==> config.mk <==
export PLATFORM = sky130hd
export DESIGN_NAME = stall_ctrl_flat
export DESIGN_NICKNAME = d
export VERILOG_FILES = /design/src/rtl/stall_ctrl_pkg.sv /design/src/rtl/stall_ctrl_if.sv /design/src/rtl/stall_ctrl_md_busy_tracker.sv /design/src/rtl/stall_ctrl.sv /design/src/flat_wrapper.sv
export SDC_FILE = /design/constraint.sdc
export NUM_CORES = 1
export LEC_CHECK = 0
export CORE_ASPECT_RATIO = 1.25
export CORE_MARGIN = 1.5
export CORE_UTILIZATION = 45
export DETAILED_ROUTE_END_ITERATION = 6
export HOLD_SLACK_MARGIN = 0.02
export PLACE_DENSITY = 0.74
export SETUP_SLACK_MARGIN = 0.02
export SLEW_MARGIN = 0
export SYNTH_ARGS = -nofsm -noshare
export SYNTH_HDL_FRONTEND = slang
export SYNTH_SLANG_ARGS = --single-unit
==> constraint.sdc <==
create_clock -name clk -period 3.4 [get_ports clk]
set_input_delay 0.51 -clock clk [delete_from_list [all_inputs] [get_ports clk]]
set_output_delay 0.51 -clock clk [all_outputs]
set_load 0.02 [all_outputs]
==> src/rtl/stall_ctrl_pkg.sv <==
// Shared encodings and constants for the pipeline stall controller.
package stall_ctrl_pkg;

  // Tuse encodings: cycles until the D-stage instruction consumes an operand.
  localparam logic [1:0] TUSE_0    = 2'd0;
  localparam logic [1:0] TUSE_1    = 2'd1;
  localparam logic [1:0] TUSE_2    = 2'd2;
  localparam logic [1:0] TUSE_NONE = 2'd3;

  // Tnew encodings: cycles until a producer result can be forwarded.
  localparam logic [1:0] TNEW_0 = 2'd0;
  localparam logic [1:0] TNEW_1 = 2'd1;
  localparam logic [1:0] TNEW_2 = 2'd2;

  // Fetch restart address after reset.
  localparam logic [31:0] PC_RESET_VEC = 32'h0000_3000;

  // Multiply/divide tracker states.
  typedef enum logic [0:0] {
    MD_IDLE = 1'b0,
    MD_BUSY = 1'b1
  } md_state_e;

  // Larger of two integers, used to size the busy counter.
  function automatic int max_int(input int a, input int b);
    return (a > b) ? a : b;
  endfunction

endpackage

==> src/rtl/stall_ctrl_if.sv <==
// Pipeline-side hazard inputs and stall controller outputs.
interface stall_ctrl_if;
  logic [4:0]  D_rs;
  logic [4:0]  D_rt;
  logic [1:0]  D_tuse_rs;
  logic [1:0]  D_tuse_rt;
  logic        D_is_md;
  logic [4:0]  E_wa;
  logic [4:0]  M_wa;
  logic [1:0]  E_tnew;
  logic [1:0]  M_tnew;
  logic        E_start;
  logic        E_md_div;
  logic        stall;
  logic        D_en;
  logic        E_clr;
  logic        md_busy;
  logic [31:0] stall_cnt;

  // Pipeline datapath side: supplies hazard info, consumes stall controls.
  modport master (
    output D_rs, D_rt, D_tuse_rs, D_tuse_rt, D_is_md,
    output E_wa, M_wa, E_tnew, M_tnew, E_start, E_md_div,
    input  stall, D_en, E_clr, md_busy, stall_cnt
  );

  // Stall controller side.
  modport slave (
    input  D_rs, D_rt, D_tuse_rs, D_tuse_rt, D_is_md,
    input  E_wa, M_wa, E_tnew, M_tnew, E_start, E_md_div,
    output stall, D_en, E_clr, md_busy, stall_cnt
  );
endinterface

==> src/rtl/stall_ctrl_md_busy_tracker.sv <==
// Tracks whether the multiply/divide unit is still working on an operation.
module md_busy_tracker
  import stall_ctrl_pkg::*;
#(
  parameter int MULT_CYCLES = 5,
  parameter int DIV_CYCLES  = 10
) (
  input  logic clk,
  input  logic reset,
  input  logic start_i,
  input  logic div_i,
  output logic busy_o
);

  localparam int CW = $clog2(max_int(MULT_CYCLES, DIV_CYCLES)) + 1;
  localparam logic [CW-1:0] MULT_LOAD = CW'(MULT_CYCLES);
  localparam logic [CW-1:0] DIV_LOAD  = CW'(DIV_CYCLES);
  localparam logic [CW-1:0] CNT_ONE   = {{(CW-1){1'b0}}, 1'b1};
  localparam logic [CW-1:0] CNT_ZERO  = {CW{1'b0}};

  md_state_e     state_q, state_d;
  logic [CW-1:0] cnt_q, cnt_d;

  // State and counter registers; reset aborts any operation in flight.
  always_ff @(posedge clk or negedge reset) begin
    if (!reset) begin
      state_q <= MD_IDLE;
      cnt_q   <= CNT_ZERO;
    end else begin
      state_q <= state_d;
      cnt_q   <= cnt_d;
    end
  end

  // Next state: load on start from idle, count down while busy, ignore restarts.
  always_comb begin
    state_d = state_q;
    cnt_d   = cnt_q;
    case (state_q)
      MD_IDLE: begin
        if (start_i) begin
          state_d = MD_BUSY;
          cnt_d   = div_i ? DIV_LOAD : MULT_LOAD;
        end else begin
          state_d = MD_IDLE;
          cnt_d   = CNT_ZERO;
        end
      end
      MD_BUSY: begin
        if (cnt_q == CNT_ONE) begin
          state_d = MD_IDLE;
          cnt_d   = CNT_ZERO;
        end else begin
          state_d = MD_BUSY;
          cnt_d   = cnt_q - CNT_ONE;
        end
      end
      default: begin
        state_d = MD_IDLE;
        cnt_d   = CNT_ZERO;
      end
    endcase
  end

  // Busy flag decoded straight from the state flop.
  always_comb begin
    busy_o = 1'b0;
    if (state_q == MD_BUSY) begin
      busy_o = 1'b1;
    end else begin
      busy_o = 1'b0;
    end
  end

endmodule

==> src/rtl/stall_ctrl.sv <==
// Hazard detection and stall generation for the D stage, plus stall statistics.
module stall_ctrl
  import stall_ctrl_pkg::*;
#(
  parameter int MULT_CYCLES = 5,
  parameter int DIV_CYCLES  = 10
) (
  input  logic        clk,
  input  logic        reset,
  stall_ctrl_if.slave bus
);

  logic        hazard_e;
  logic        hazard_m;
  logic        hazard_md;
  logic        stall_s;
  logic        md_busy_s;
  logic [31:0] stall_cnt_q, stall_cnt_d;

  // A producer blocks a source only if it writes a real register that the
  // consumer needs before the result becomes forwardable.
  function automatic logic src_hit(input logic [4:0] wa, input logic [1:0] tnew,
                                   input logic [4:0] src, input logic [1:0] tuse);
    return (wa != 5'd0) && (wa == src) && (tnew > tuse);
  endfunction

  md_busy_tracker #(
    .MULT_CYCLES (MULT_CYCLES),
    .DIV_CYCLES  (DIV_CYCLES)
  ) u_md_busy (
    .clk     (clk),
    .reset   (reset),
    .start_i (bus.E_start),
    .div_i   (bus.E_md_div),
    .busy_o  (md_busy_s)
  );

  // Combine all hazard sources into one same-cycle stall request.
  always_comb begin
    hazard_e  = src_hit(bus.E_wa, bus.E_tnew, bus.D_rs, bus.D_tuse_rs) |
                src_hit(bus.E_wa, bus.E_tnew, bus.D_rt, bus.D_tuse_rt);
    hazard_m  = src_hit(bus.M_wa, bus.M_tnew, bus.D_rs, bus.D_tuse_rs) |
                src_hit(bus.M_wa, bus.M_tnew, bus.D_rt, bus.D_tuse_rt);
    hazard_md = bus.D_is_md & (md_busy_s | bus.E_start);
    stall_s   = hazard_e | hazard_m | hazard_md;
  end

  // Saturating count of stalled cycles.
  always_comb begin
    stall_cnt_d = stall_cnt_q;
    if (stall_s && (stall_cnt_q != 32'hFFFF_FFFF)) begin
      stall_cnt_d = stall_cnt_q + 32'd1;
    end else begin
      stall_cnt_d = stall_cnt_q;
    end
  end

  // Stall counter register.
  always_ff @(posedge clk or negedge reset) begin
    if (!reset) begin
      stall_cnt_q <= 32'd0;
    end else begin
      stall_cnt_q <= stall_cnt_d;
    end
  end

  // Drive pipeline controls: hold PC and F/D, bubble into D/E.
  always_comb begin
    bus.stall     = stall_s;
    bus.D_en      = ~stall_s;
    bus.E_clr     = stall_s;
    bus.md_busy   = md_busy_s;
    bus.stall_cnt = stall_cnt_q;
  end

endmodule
==> src/flat_wrapper.sv <==
// flat-port wrapper written by rule: the top's interface ports become plain ports
module stall_ctrl_flat import stall_ctrl_pkg::*;
#(
  parameter int MULT_CYCLES = 5,
  parameter int DIV_CYCLES  = 10
)
  (clk, reset, bus_D_rs, bus_D_rt, bus_D_tuse_rs, bus_D_tuse_rt, bus_D_is_md, bus_E_wa, bus_M_wa, bus_E_tnew, bus_M_tnew, bus_E_start, bus_E_md_div, bus_stall, bus_D_en, bus_E_clr, bus_md_busy, bus_stall_cnt);
  stall_ctrl_if bus_i ();
  input  logic clk;
  input  logic reset;
  input wire logic [$bits(bus_i.D_rs)-1:0] bus_D_rs;
  input wire logic [$bits(bus_i.D_rt)-1:0] bus_D_rt;
  input wire logic [$bits(bus_i.D_tuse_rs)-1:0] bus_D_tuse_rs;
  input wire logic [$bits(bus_i.D_tuse_rt)-1:0] bus_D_tuse_rt;
  input wire logic [$bits(bus_i.D_is_md)-1:0] bus_D_is_md;
  input wire logic [$bits(bus_i.E_wa)-1:0] bus_E_wa;
  input wire logic [$bits(bus_i.M_wa)-1:0] bus_M_wa;
  input wire logic [$bits(bus_i.E_tnew)-1:0] bus_E_tnew;
  input wire logic [$bits(bus_i.M_tnew)-1:0] bus_M_tnew;
  input wire logic [$bits(bus_i.E_start)-1:0] bus_E_start;
  input wire logic [$bits(bus_i.E_md_div)-1:0] bus_E_md_div;
  output wire logic [$bits(bus_i.stall)-1:0] bus_stall;
  output wire logic [$bits(bus_i.D_en)-1:0] bus_D_en;
  output wire logic [$bits(bus_i.E_clr)-1:0] bus_E_clr;
  output wire logic [$bits(bus_i.md_busy)-1:0] bus_md_busy;
  output wire logic [$bits(bus_i.stall_cnt)-1:0] bus_stall_cnt;
  assign bus_i.D_rs = bus_D_rs;
  assign bus_i.D_rt = bus_D_rt;
  assign bus_i.D_tuse_rs = bus_D_tuse_rs;
  assign bus_i.D_tuse_rt = bus_D_tuse_rt;
  assign bus_i.D_is_md = bus_D_is_md;
  assign bus_i.E_wa = bus_E_wa;
  assign bus_i.M_wa = bus_M_wa;
  assign bus_i.E_tnew = bus_E_tnew;
  assign bus_i.M_tnew = bus_M_tnew;
  assign bus_i.E_start = bus_E_start;
  assign bus_i.E_md_div = bus_E_md_div;
  assign bus_stall = bus_i.stall;
  assign bus_D_en = bus_i.D_en;
  assign bus_E_clr = bus_i.E_clr;
  assign bus_md_busy = bus_i.md_busy;
  assign bus_stall_cnt = bus_i.stall_cnt;
  stall_ctrl #(.MULT_CYCLES(MULT_CYCLES), .DIV_CYCLES(DIV_CYCLES)) u_core (.clk(clk), .reset(reset), .bus(bus_i));
endmodule
==> impl_metrics.json <==
{
  "grt_max_degree": 39,
  "cp_max_fo": 4,
  "io_pins": 69,
  "die_width_um": 66.4,
  "tritoncts": "done",
  "fmax_mhz": 305,
  "port_buffers": 68,
  "drc": 0,
  "fillCellCount": 406,
  "routed_via_density": 5.30,
  "hold_ws_ns": 0.312,
  "vias": 1866,
  "yosysSeqAreaShare_pct": 42.0,
  "grt_first_pass_wirelength_mm": 8.48,
  "clock_latency_ns": 0.29,
  "gp_congestion": 0.868,
  "cts_root_buf": "clkbuf_8",
  "cts.hold.buffers_added": 0,
  "cp.arrival_ns": 2.77,
  "wl_per_cell_um": 15.1,
  "cpMaxStageDelayCell": "clkdlybuf4s50_1",
  "setup_tns_ns": 0,
  "syn_to_final_growth_pct": 38.4,
  "die_h_um": 82.3,
  "min_path_type": "input pin to async pin",
  "hold_viol_final": 0,
  "layout_min_cycle_time_ns": 3.28,
  "switching_power_mw": 0.480,
  "avgSynthCellArea_um2": 10.4,
  "clock_sinks": 38,
  "ant_nets": 0,
  "cellPowerDensity_nw_per_um2": 470,
  "grt_overflow": 0,
  "critPathTopFamily": "buffers and inverters",
  "crit_chain": "clkdlybuf4s50_1 > inv_1 > ha_1 > nor2b_1 > o21ai_0 > a2111oi_0 > o22ai_1 > nand3_2 > inv_1 > clkdlybuf4s50_1",
  "criticalPathCategory": "input pin to primary output",
  "cts_buffers": 5,
  "grt_pass1_vias": 1827,
  "ys_warn_count": 0,
  "fp-row-count": 28,
  "drtIter0Drc": 48,
  "clk_pin_slew_ns": 0.07,
  "switching_share_pct": 32.7,
  "maxCapViolations": 0,
  "drive_gt1_share_pct": 7.53,
  "tightest_slew_ns": 0.813,
  "nets": 335,
  "routed_wl_mm": 5.32,
  "cp-start-kind": "input pin",
  "cp.buffers_inverters": 4,
  "max_stage_delay_ns": 0.59,
  "clockBufferDepth": 2,
  "pwr-share-comb_pct": 35.1,
  "initial_utilization_pct": 47.1,
  "synth_cells": 218,
  "p_clk_share_pct": 24.5,
  "synth_seq_cells": 38,
  "syn_nets": 262,
  "die_area_um2": 5460,
  "ir_drop_uv": 441,
  "synth_cell_types": 31,
  "slew_violations": 0,
  "endpoint_kind": "primary output",
  "syn-cell-area_um2": 2260,
  "diodes": 0,
  "status": "finished clean",
  "cts.htree.levels": 2,
  "cp.required_ns": 2.89,
  "hpwl_mm": 3.98,
  "fin_worst_skew_ns": 0.00400,
  "drt_pass1_iterations": 4,
  "p_leak_nw": 1.34,
  "finalSetupViolCount": 0,
  "grt_use_total_pct": 20.6,
  "fin_crit_sh_pct": 96.5,
  "internal_power_mw": 0.990,
  "seqPwrFrac_pct": 40.4,
  "grt_antenna_before_repair": 0,
  "core_area_um2": 4800,
  "power_mw": 1.47,
  "slew_headroom_pct": 45.8
}
placed cells by master (no fill, tap or decap), types with 2 or more instances in the layout:
| master | Yosys | routed |
|---|---|---|
| clkdlybuf4s50_1 | 0 | 65 |
| nor2b_1 | 2 | 2 |
| nor3_1 | 2 | 2 |
| a21oi_1 | 3 | 3 |
| buf_4 | 2 | 3 |
| ha_1 | 11 | 11 |
| dfrtp_1 | 38 | 38 |
| or4_1 | 2 | 2 |
| xnor2_1 | 44 | 44 |
| and3_1 | 10 | 10 |
| o22ai_1 | 4 | 4 |
| and2_1 | 6 | 6 |
| nor2_1 | 4 | 4 |
| nand4_1 | 17 | 17 |
| nor4_1 | 3 | 3 |
| xor2_1 | 9 | 9 |
| and4_1 | 2 | 2 |
| dlymetal6s2s_1 | 0 | 2 |
| inv_1 | 12 | 12 |
| clkbuf_8 | 0 | 8 |
| nand3_1 | 16 | 15 |
| o21ai_0 | 5 | 5 |
| nand2_1 | 13 | 13 |
metrics by stage:
step                      instance area [um^2]  util, %  worst slack, ns  std cells
after global placement                    3010     62.7            0.163        344
after floorplan                           2260        -            0.940        218
after global routing                      3130     65.2          -0.0122        352
after CTS                                 3120     65.0           0.0723        352
final                                     3130     65.2            0.118        352
after detailed placement                  3010     62.7           0.0837        344
kinds of logic (layout without fill, tap and decap cells):
| family | after synthesis | count (layout) | share of synthesized area [%] |
|---|---|---|---|
| XOR/XNOR | 53 | 53 | 20.5 |
| adder cells (fa/ha/maj) | 11 | 11 | 6.08 |
| multiplexers | 2 | 2 | 1.16 |
| AND/OR/NAND/NOR | 81 | 81 | 21.6 |
| AO/OA/AOI/OAI | 15 | 15 | 4.59 |
| buffers and inverters | 18 | 92 | 3.98 |
| flip-flops | 38 | 38 | 42.0 |
repair_timing:
| item | CTS | global route |
|---|---|---|
| endpoints found under the setup margin | 0 | 3 |
| endpoints found under the hold margin | 0 | 0 |
| buffers inserted | 0 | 0 |
| gates resized for setup | 0 | 3 |
Yosys cell counts (all sizes together):
library cell / number / area, um^2
nor3: 2 / 10.0
o21ai: 5 / 25.0
nor2: 4 / 15.0
nand2: 13 / 48.8
nand4: 18 / 128
mux2: 2 / 26.3
ha: 11 / 138
o22ai: 4 / 25.0
xor2: 9 / 78.8
and3: 11 / 73.8
a2111oi: 1 / 8.76
nor4: 4 / 40.0
a31o: 1 / 8.76
a31oi: 1 / 21.3
and2: 6 / 37.5
clkbuf: 2 / 7.51
a21oi: 3 / 15.0
nand3: 16 / 80.1
inv: 12 / 45.0
xnor2: 44 / 385
buf: 4 / 37.5
nor2b: 2 / 12.5
or4: 2 / 15.0
and4: 3 / 28.8
dfrtp: 38 / 951
registers in the layout (all words and copies together) (netlist names):
| register | cells |
|---|---|
| u_core.u_md_busy.state_q | 1 |
| u_core.u_md_busy.cnt_q | 5 |
| u_core.bus.stall_cnt | 32 |
layer usage:
metal	global-route usage (%)	wire length (um)
met5	0	0
met4	8.16	132
met3	4.61	346
met2	35.9	2550
met1	24.5	2290
power groups by stage:
| stage | registers [mW] | clock network, mW | logic [mW] |
|---|---|---|---|
| after detailed placement | 0.601 | 0 | 0.518 |
| after global routing | 0.604 | 0.388 | 0.566 |
| after global placement | 0.599 | 0 | 0.505 |
| final | 0.594 | 0.360 | 0.517 |
| after floorplan | 0.641 | 0 | 0.259 |
| after CTS | 0.594 | 0.368 | 0.523 |
area by class of cell:
class	count	area, um^2	area share, %
multi-input combinational	162	1230	39.2
inverter	12	45.0	1.44
timing repair buffer	72	723	23.1
clock buffer	8	110	3.52
tap	60	75.1	2.40
sequential	38	951	30.4
worst paths after layout:
check                      slack, ns                     from                       end  cells past startpoint
min reg2reg                     0.50  u_core.bus.stall_cnt[8]   u_core.bus.stall_cnt[8]                      1
max reg2reg                     1.22  u_core.bus.stall_cnt[3]   u_core.bus.stall_cnt[4]                      7
max in group asynchronous       2.58                    reset  u_core.bus.stall_cnt[13]                      1
min in group clk                0.50  u_core.bus.stall_cnt[8]   u_core.bus.stall_cnt[8]                      1
min                             0.31                    reset   u_core.bus.stall_cnt[0]                      1
max                             0.12         bus_D_tuse_rs[1]                  bus_D_en                     10
No activity file was read; power rests on OpenSTA's default activity.
